===== config.mk =====
export PLATFORM = sky130hd
export DESIGN_NAME = inst_fetch
export DESIGN_NICKNAME = d
export VERILOG_FILES = /design/src/rtl/inst_fetch.sv
export SDC_FILE = /design/constraint.sdc
export NUM_CORES = 1
export LEC_CHECK = 0
export CAP_MARGIN = 5
export CORE_MARGIN = 3
export CORE_UTILIZATION = 52
export CTS_CLUSTER_SIZE = 24
export DETAILED_ROUTE_END_ITERATION = 8
export PLACE_DENSITY = 0.81
export SLEW_MARGIN = 15
export SYNTH_ARGS = -nofsm -noshare
export SYNTH_HDL_FRONTEND = slang
export SYNTH_SLANG_ARGS = --single-unit

===== constraint.sdc =====
create_clock -name clk -period 5.8 [get_ports clk]
set_input_delay 1.74 -clock clk [delete_from_list [all_inputs] [get_ports clk]]
set_output_delay 1.74 -clock clk [all_outputs]
set_load 0.02 [all_outputs]

===== src/rtl/inst_fetch.sv =====
// Instruction fetch: builds 32-bit little-endian words from four byte reads on the
// shared 8-bit memory port and presents (pc, inst, valid) to decode.
module inst_fetch (
    input  logic        clk,
    input  logic        rst,
    input  logic        rdy,
    input  logic        stall_i,
    input  logic        branch_i,
    input  logic [31:0] branch_addr_i,
    input  logic        mem_grant_i,
    input  logic [7:0]  mem_din_i,
    output logic        mem_req_o,
    output logic [31:0] mem_addr_o,
    output logic [31:0] pc_o,
    output logic [31:0] inst_o,
    output logic        inst_valid_o
);
    typedef enum logic {FETCH, HOLD} state_t;

    state_t          state, state_nxt;
    logic [31:0]     pc, pc_nxt;
    logic [2:0]      issue_cnt, issue_nxt;
    logic [1:0]      recv_cnt, recv_nxt;
    logic            pending, pending_nxt;
    logic [2:0][7:0] buf_q, buf_nxt;
    logic [31:0]     pc_o_nxt, inst_nxt;
    logic            valid_nxt;

    assign mem_req_o  = rdy & ~rst & (state == FETCH) & (issue_cnt < 3'd4) & ~branch_i;
    assign mem_addr_o = pc + {29'd0, issue_cnt};

    always_comb begin
        state_nxt   = state;
        pc_nxt      = pc;
        issue_nxt   = issue_cnt;
        recv_nxt    = recv_cnt;
        pending_nxt = 1'b0;
        buf_nxt     = buf_q;
        pc_o_nxt    = pc_o;
        inst_nxt    = inst_o;
        valid_nxt   = inst_valid_o;
        if (branch_i) begin
            // Redirect drops any in-flight byte by clearing pending.
            pc_nxt    = branch_addr_i;
            valid_nxt = 1'b0;
            issue_nxt = 3'd0;
            recv_nxt  = 2'd0;
            state_nxt = FETCH;
        end else if (state == HOLD) begin
            if (!stall_i) begin
                valid_nxt = 1'b0;
                pc_nxt    = pc + 32'd4;
                issue_nxt = 3'd0;
                recv_nxt  = 2'd0;
                state_nxt = FETCH;
            end
        end else begin
            if (mem_req_o && mem_grant_i) begin
                issue_nxt   = issue_cnt + 3'd1;
                pending_nxt = 1'b1;
            end
            if (pending) begin
                case (recv_cnt)
                    2'd0: begin buf_nxt[0] = mem_din_i; recv_nxt = 2'd1; end
                    2'd1: begin buf_nxt[1] = mem_din_i; recv_nxt = 2'd2; end
                    2'd2: begin buf_nxt[2] = mem_din_i; recv_nxt = 2'd3; end
                    default: begin
                        inst_nxt  = {mem_din_i, buf_q[2], buf_q[1], buf_q[0]};
                        pc_o_nxt  = pc;
                        valid_nxt = 1'b1;
                        state_nxt = HOLD;
                    end
                endcase
            end
        end
    end

    always_ff @(posedge clk or posedge rst) begin
        if (rst) begin
            state        <= FETCH;
            pc           <= 32'd0;
            issue_cnt    <= 3'd0;
            recv_cnt     <= 2'd0;
            pending      <= 1'b0;
            buf_q        <= '0;
            pc_o         <= 32'd0;
            inst_o       <= 32'd0;
            inst_valid_o <= 1'b0;
        end else if (rdy) begin
            state        <= state_nxt;
            pc           <= pc_nxt;
            issue_cnt    <= issue_nxt;
            recv_cnt     <= recv_nxt;
            pending      <= pending_nxt;
            buf_q        <= buf_nxt;
            pc_o         <= pc_o_nxt;
            inst_o       <= inst_nxt;
            inst_valid_o <= valid_nxt;
        end
    end
endmodule


---- After elaboration in Yosys (flattened, before gate mapping) ----
Cells that the tools add are included.
word-level totals
  logic and storage cells ................. 68
  register bits ........................... 128
  input bits .............................. 46
  output and inout port bits .............. 98
operators by class
  order comparisons ....................... 1
  reduce and logical (&&, ||, !) cells .... 15
  bitwise operators ....................... 8
  add/subtract/negate cells ............... 3
  muxes and demuxes ....................... 25
  eq/ne operators ......................... 5
operator list
  operator                                                                  number
  32-bit 2-to-1 mux                                                         3
  32-bit by 3-bit adder with 32-bit output                                  1
  32-bit by 3-bit adder with 32-bit output (second input constant)          1
  5-bit AND reduction                                                       4
  1-bit 2-to-1 mux                                                          13
  3-bit 2-to-1 mux                                                          4
  2-bit 2-to-1 mux                                                          4
  4-bit AND reduction                                                       2
  2-bit case mux with 3 select lines                                        1
  3-bit AND reduction                                                       2
  3-bit nonzero test                                                        2
  5-bit nonzero test                                                        1
  1-bit AND                                                                 4
  1-bit inverter                                                            4
  3-bit by 1-bit adder with 3-bit output (second input constant)            1
  3-bit less-than comparator (second input constant)                        1
  3-bit by 1-bit inequality test with 1-bit output (second input constant)  1
  3-bit inequality test (second input constant)                             1
  3-bit OR reduction                                                        1
  2-bit by 1-bit equality test with 1-bit output (second input constant)    1
  2-bit equality test (second input constant)                               1
  2-bit logical NOT                                                         1
  2-bit by 1-bit inequality test with 1-bit output (second input constant)  1
  2-bit nonzero test                                                        1
  1-bit logical AND                                                         1

---- Longest topological paths before layout ----
  depth in word-level cells ............... 9
  gate-level depth with buffers ........... 8

---- Least setup slack after synthesis ----
OpenSTA, ideal clock, no wires.
  path type ............................... input -> output
  from .................................... input port branch_i
  to ...................................... output port mem_req_o
  cell stages on the path ................. 3
  path slack .............................. 1801 ps
  path buffers ............................ 1
  arrival time ............................ 2259 ps
  cell sequence ........................... buf_6 nor2_4 and3_1
between the ends
  cells in the longest elaborated chain, start to end .. 2
RTL lines
  element                   RTL line  text
  start, declared           8         input logic branch_i,
  1-bit inverter (no line)  -
  1-bit AND                 29        assign mem_req_o = rdy & ~rst & (state == FETCH) & (issue_cnt < 3'd4) & ~branch_i;
  end, declared             12        output logic mem_req_o,
Every way passes these cells.

---- Worst setup path after layout ----
  from .................................... register pc[2]
  to ...................................... output port mem_addr_o[31]
between the ends
  cells in the longest elaborated chain, start to end .. 1
RTL lines
  element                                   RTL line  text
  start, declared                           21        logic [31:0] pc, pc_nxt;
  start signal, assigned                    91        pc <= pc_nxt;
  32-bit by 3-bit adder with 32-bit output  30        assign mem_addr_o = pc + {29'd0, issue_cnt};
  end, declared                             13        output logic [31:0] mem_addr_o,
Every way passes these cells.

==> results.py <==
metrics = {
    "outcome": {
        "status": "finished clean",
    },
    "synth": {
        "synth_edf_count": 0,
        "synth_nets": 656,
        "synth_flop_cell": "dfrtp_1",
        "async_flop_share": 1.00,
        "ys_seq_elements": 128,
        "yosysSeqAreaShare": 0.462,
        "postSynthCellCount": 600,
        "synthesis.area_sq_um": 6930,
        "synth_cell_type_count": 65,
        "avgSynthCellArea_sq_um": 11.6,
        "ys_warn_count": 0,
    },
    "worst_setup_path": {
        "crit_path_start_kind": "flop",
        "worst_setup_path_end_kind": "output port",
        "critPathMaxFanout": 10,
        "path_buf_inv": 1,
        "crit_chain": "ha_1 > o21ai_0 > nor4_4 > nand3_2 > xnor2_1 > clkdlybuf4s50_1",
        "critical-path-top-delay-family": "simple AND/OR/NAND/NOR gates",
        "required_ps": 4060,
        "crit_type": "flop to output port",
        "critPathSlowestCell": "nor4_4",
        "max_stage_delay_ps": 720,
        "arrival_ps": 3380,
    },
    "clock_network": {
        "cts_hold_repair.buffers": 0,
        "cts_max_level": 4,
        "cts_made_buffers": 17,
        "clkSlewWorstSetupHoldPaths_ps": 60,
        "cts.path.max_buffers": 2,
        "cts_resized": 0,
        "clock_sinks": 128,
        "postCtsSetupRepairBufs": 0,
        "clk_latency_ps": 430,
        "cts_tree": "yes",
        "clockRootBuffer": "clkbuf_16",
    },
    "placed_design": {
        "dpl_cell_area_sq_um": 8330,
        "io_buffers": 143,
        "gp_congestion": 0.881,
        "place_hpwl_microns": 12600,
    },
    "grt": {
        "grt-busiest-layer": "met2",
        "grt_pass1_vias": 5615,
        "met3_usage": 0.0601,
        "grt_use_total": 0.259,
        "met1_usage": 0.331,
        "grt_max_degree": 76,
        "use_met2": 0.429,
        "grt_pass1_wl_microns": 29800,
        "antenna_found_initial": 0,
        "overflow": 0,
    },
    "timing": {
        "post-route-period-util": 0.883,
        "setup_tns_ps": 0,
        "finalMaxSlewViolations": 0,
        "clock_skew_ps": 5.89,
        "rsz0062_at_grt": "no",
        "finalSetupViolations": 0,
        "hold_viol_final": 0,
        "tightest_slew_ps": 1160,
        "hold_slack_ps": 502,
        "fin_crit_ps": 5120,
        "fmax_ghz": 0.195,
        "relSlewSlack": 0.229,
    },
    "final_layout": {
        "stdcell_area_sq_um": 8980,
        "nNetsFinal": 775,
        "layout_commonest_cell": "clkdlybuf4s50_1",
        "area_growth_pct": 29.6,
        "insertedDiodeCount": 0,
        "final_cell_mix": "clkdlybuf4s50_1 (142), dfrtp_1 (128), mux2_4 (49)",
        "drive_gt1_frac": 0.212,
    },
    "routing": {
        "first_iter_violations": 540,
        "wirelength_microns": 18600,
        "via_per_inst": 5.98,
        "vias": 5410,
        "wl_per_cell_microns": 20.6,
        "drtAntennaViolNets": 0,
        "first_pass_iters": 6,
        "drc": 0,
    },
    "worst_hold_path": {
        "min_path_type": "flop to flop",
    },
    "floorplan": {
        "io_pins": 144,
        "die_h_microns": 121,
        "die_w_microns": 121,
        "core_area_sq_um": 12800,
        "num_rows": 41,
        "die-area_sq_um": 14700,
        "initial_core_util": 0.540,
    },
    "power": {
        "ir_worst_vdd_mv": 0.208,
        "p_leak_nw": 4.04,
        "p_per_area_nw_per_um2": 294,
        "power_w": 0.00264,
    },
    "flow_run": {
        "maxCapViolCount": 0,
    },
}
==> through the flow <==
stage	std cells	utilization	setup WS, ps
detailed placement	872	0.650	933
CTS	904	0.700	712
global placement	872	0.650	939
floorplan	600	-	647
global route	904	0.700	526
finish	904	0.700	677
==> report_power, final <==
| part | total (W) | switching, W | internal, W |
|---|---|---|---|
| combinational | 0.000396 | 0.000205 | 0.000191 |
| clock | 0.00117 | 0.000414 | 0.000758 |
| sequential | 0.00107 | 0.000116 | 0.000959 |
| total | 0.00264 | 0.000735 | 0.00191 |
==> state kept, by name (all words and copies together), names as in the netlist, 2 cells and up <==
register,count
pc_o,32
pc,32
issue_cnt,3
buf_q,24
recv_cnt,2
inst_o,32
==> worst reg2reg max path, delay by kind of cell (launching register included) <==
| family | cells | cell delay (ps) |
|---|---|---|
| AO/OA/AOI/OAI | 2 | 330 |
| AND/OR/NAND/NOR | 2 | 960 |
| adder cells (fa/ha/maj) | 1 | 340 |
| flip-flops | 1 | 570 |
==> cell usage after synthesis, drive strengths merged, types with 3 or more instances <==
master	instances	share of area
nand4	26	0.029
nor3	14	0.012
mux2	90	0.17
a211oi	9	0.0097
xnor2	22	0.028
a21o	3	0.0032
o311ai	5	0.0063
buf	30	0.032
and2	4	0.0036
dfrtp	128	0.46
ha	9	0.016
xor2	8	0.010
clkbuf	18	0.010
or3	8	0.0079
o2bb2ai	9	0.011
nand2	41	0.022
nand3	16	0.016
a21oi	17	0.012
and4	7	0.0088
o21ai	23	0.017
a211o	3	0.0038
a22oi	6	0.0065
a31oi	3	0.0027
nor2	28	0.017
inv	15	0.0081
nor4	17	0.022
and3	12	0.011
==> routing by layer <==
metal	up-vias	routed length, microns
li1	2437	-
met5	-	0
met1	2667	7730
met2	269	9180
met4	0	432
met3	37	1250
==> path summary, 6_finish.rpt <==
| check | start | to | slack, ps | cells after the start |
|---|---|---|---|---|
| hold / removal | pc_o[22] | pc_o[22] | 500 | 1 |
| min in group asynchronous | rst | pc_o[5] | 1900 | 2 |
| hold reg to reg | pc_o[22] | pc_o[22] | 500 | 1 |
| max in group asynchronous | rst | pc_o[6] | 2940 | 3 |
| setup / recovery | pc[2] | mem_addr_o[31] | 680 | 6 |
| setup reg to reg | pc[3] | pc[22] | 3440 | 5 |
==> area by class of cell <==
class,instances,area (sq um)
clock inverter,11,176
multi-input combinational,409,3390
fill,917,3840
sequential,128,3200
timing repair buffer,148,1460
tap,172,215
inverter,15,58.8
clock buffer,21,470
==> logic make-up after synthesis <==
group | Yosys count | share of synthesized area
AND/OR/NAND/NOR | 183 | 0.161
flip-flops | 128 | 0.462
AO/OA/AOI/OAI | 94 | 0.0939
multiplexers | 92 | 0.176
buffers and inverters | 63 | 0.0500
XOR/XNOR | 30 | 0.0379
adder cells (fa/ha/maj) | 10 | 0.0191
Power figures use the tool's default switching activity.
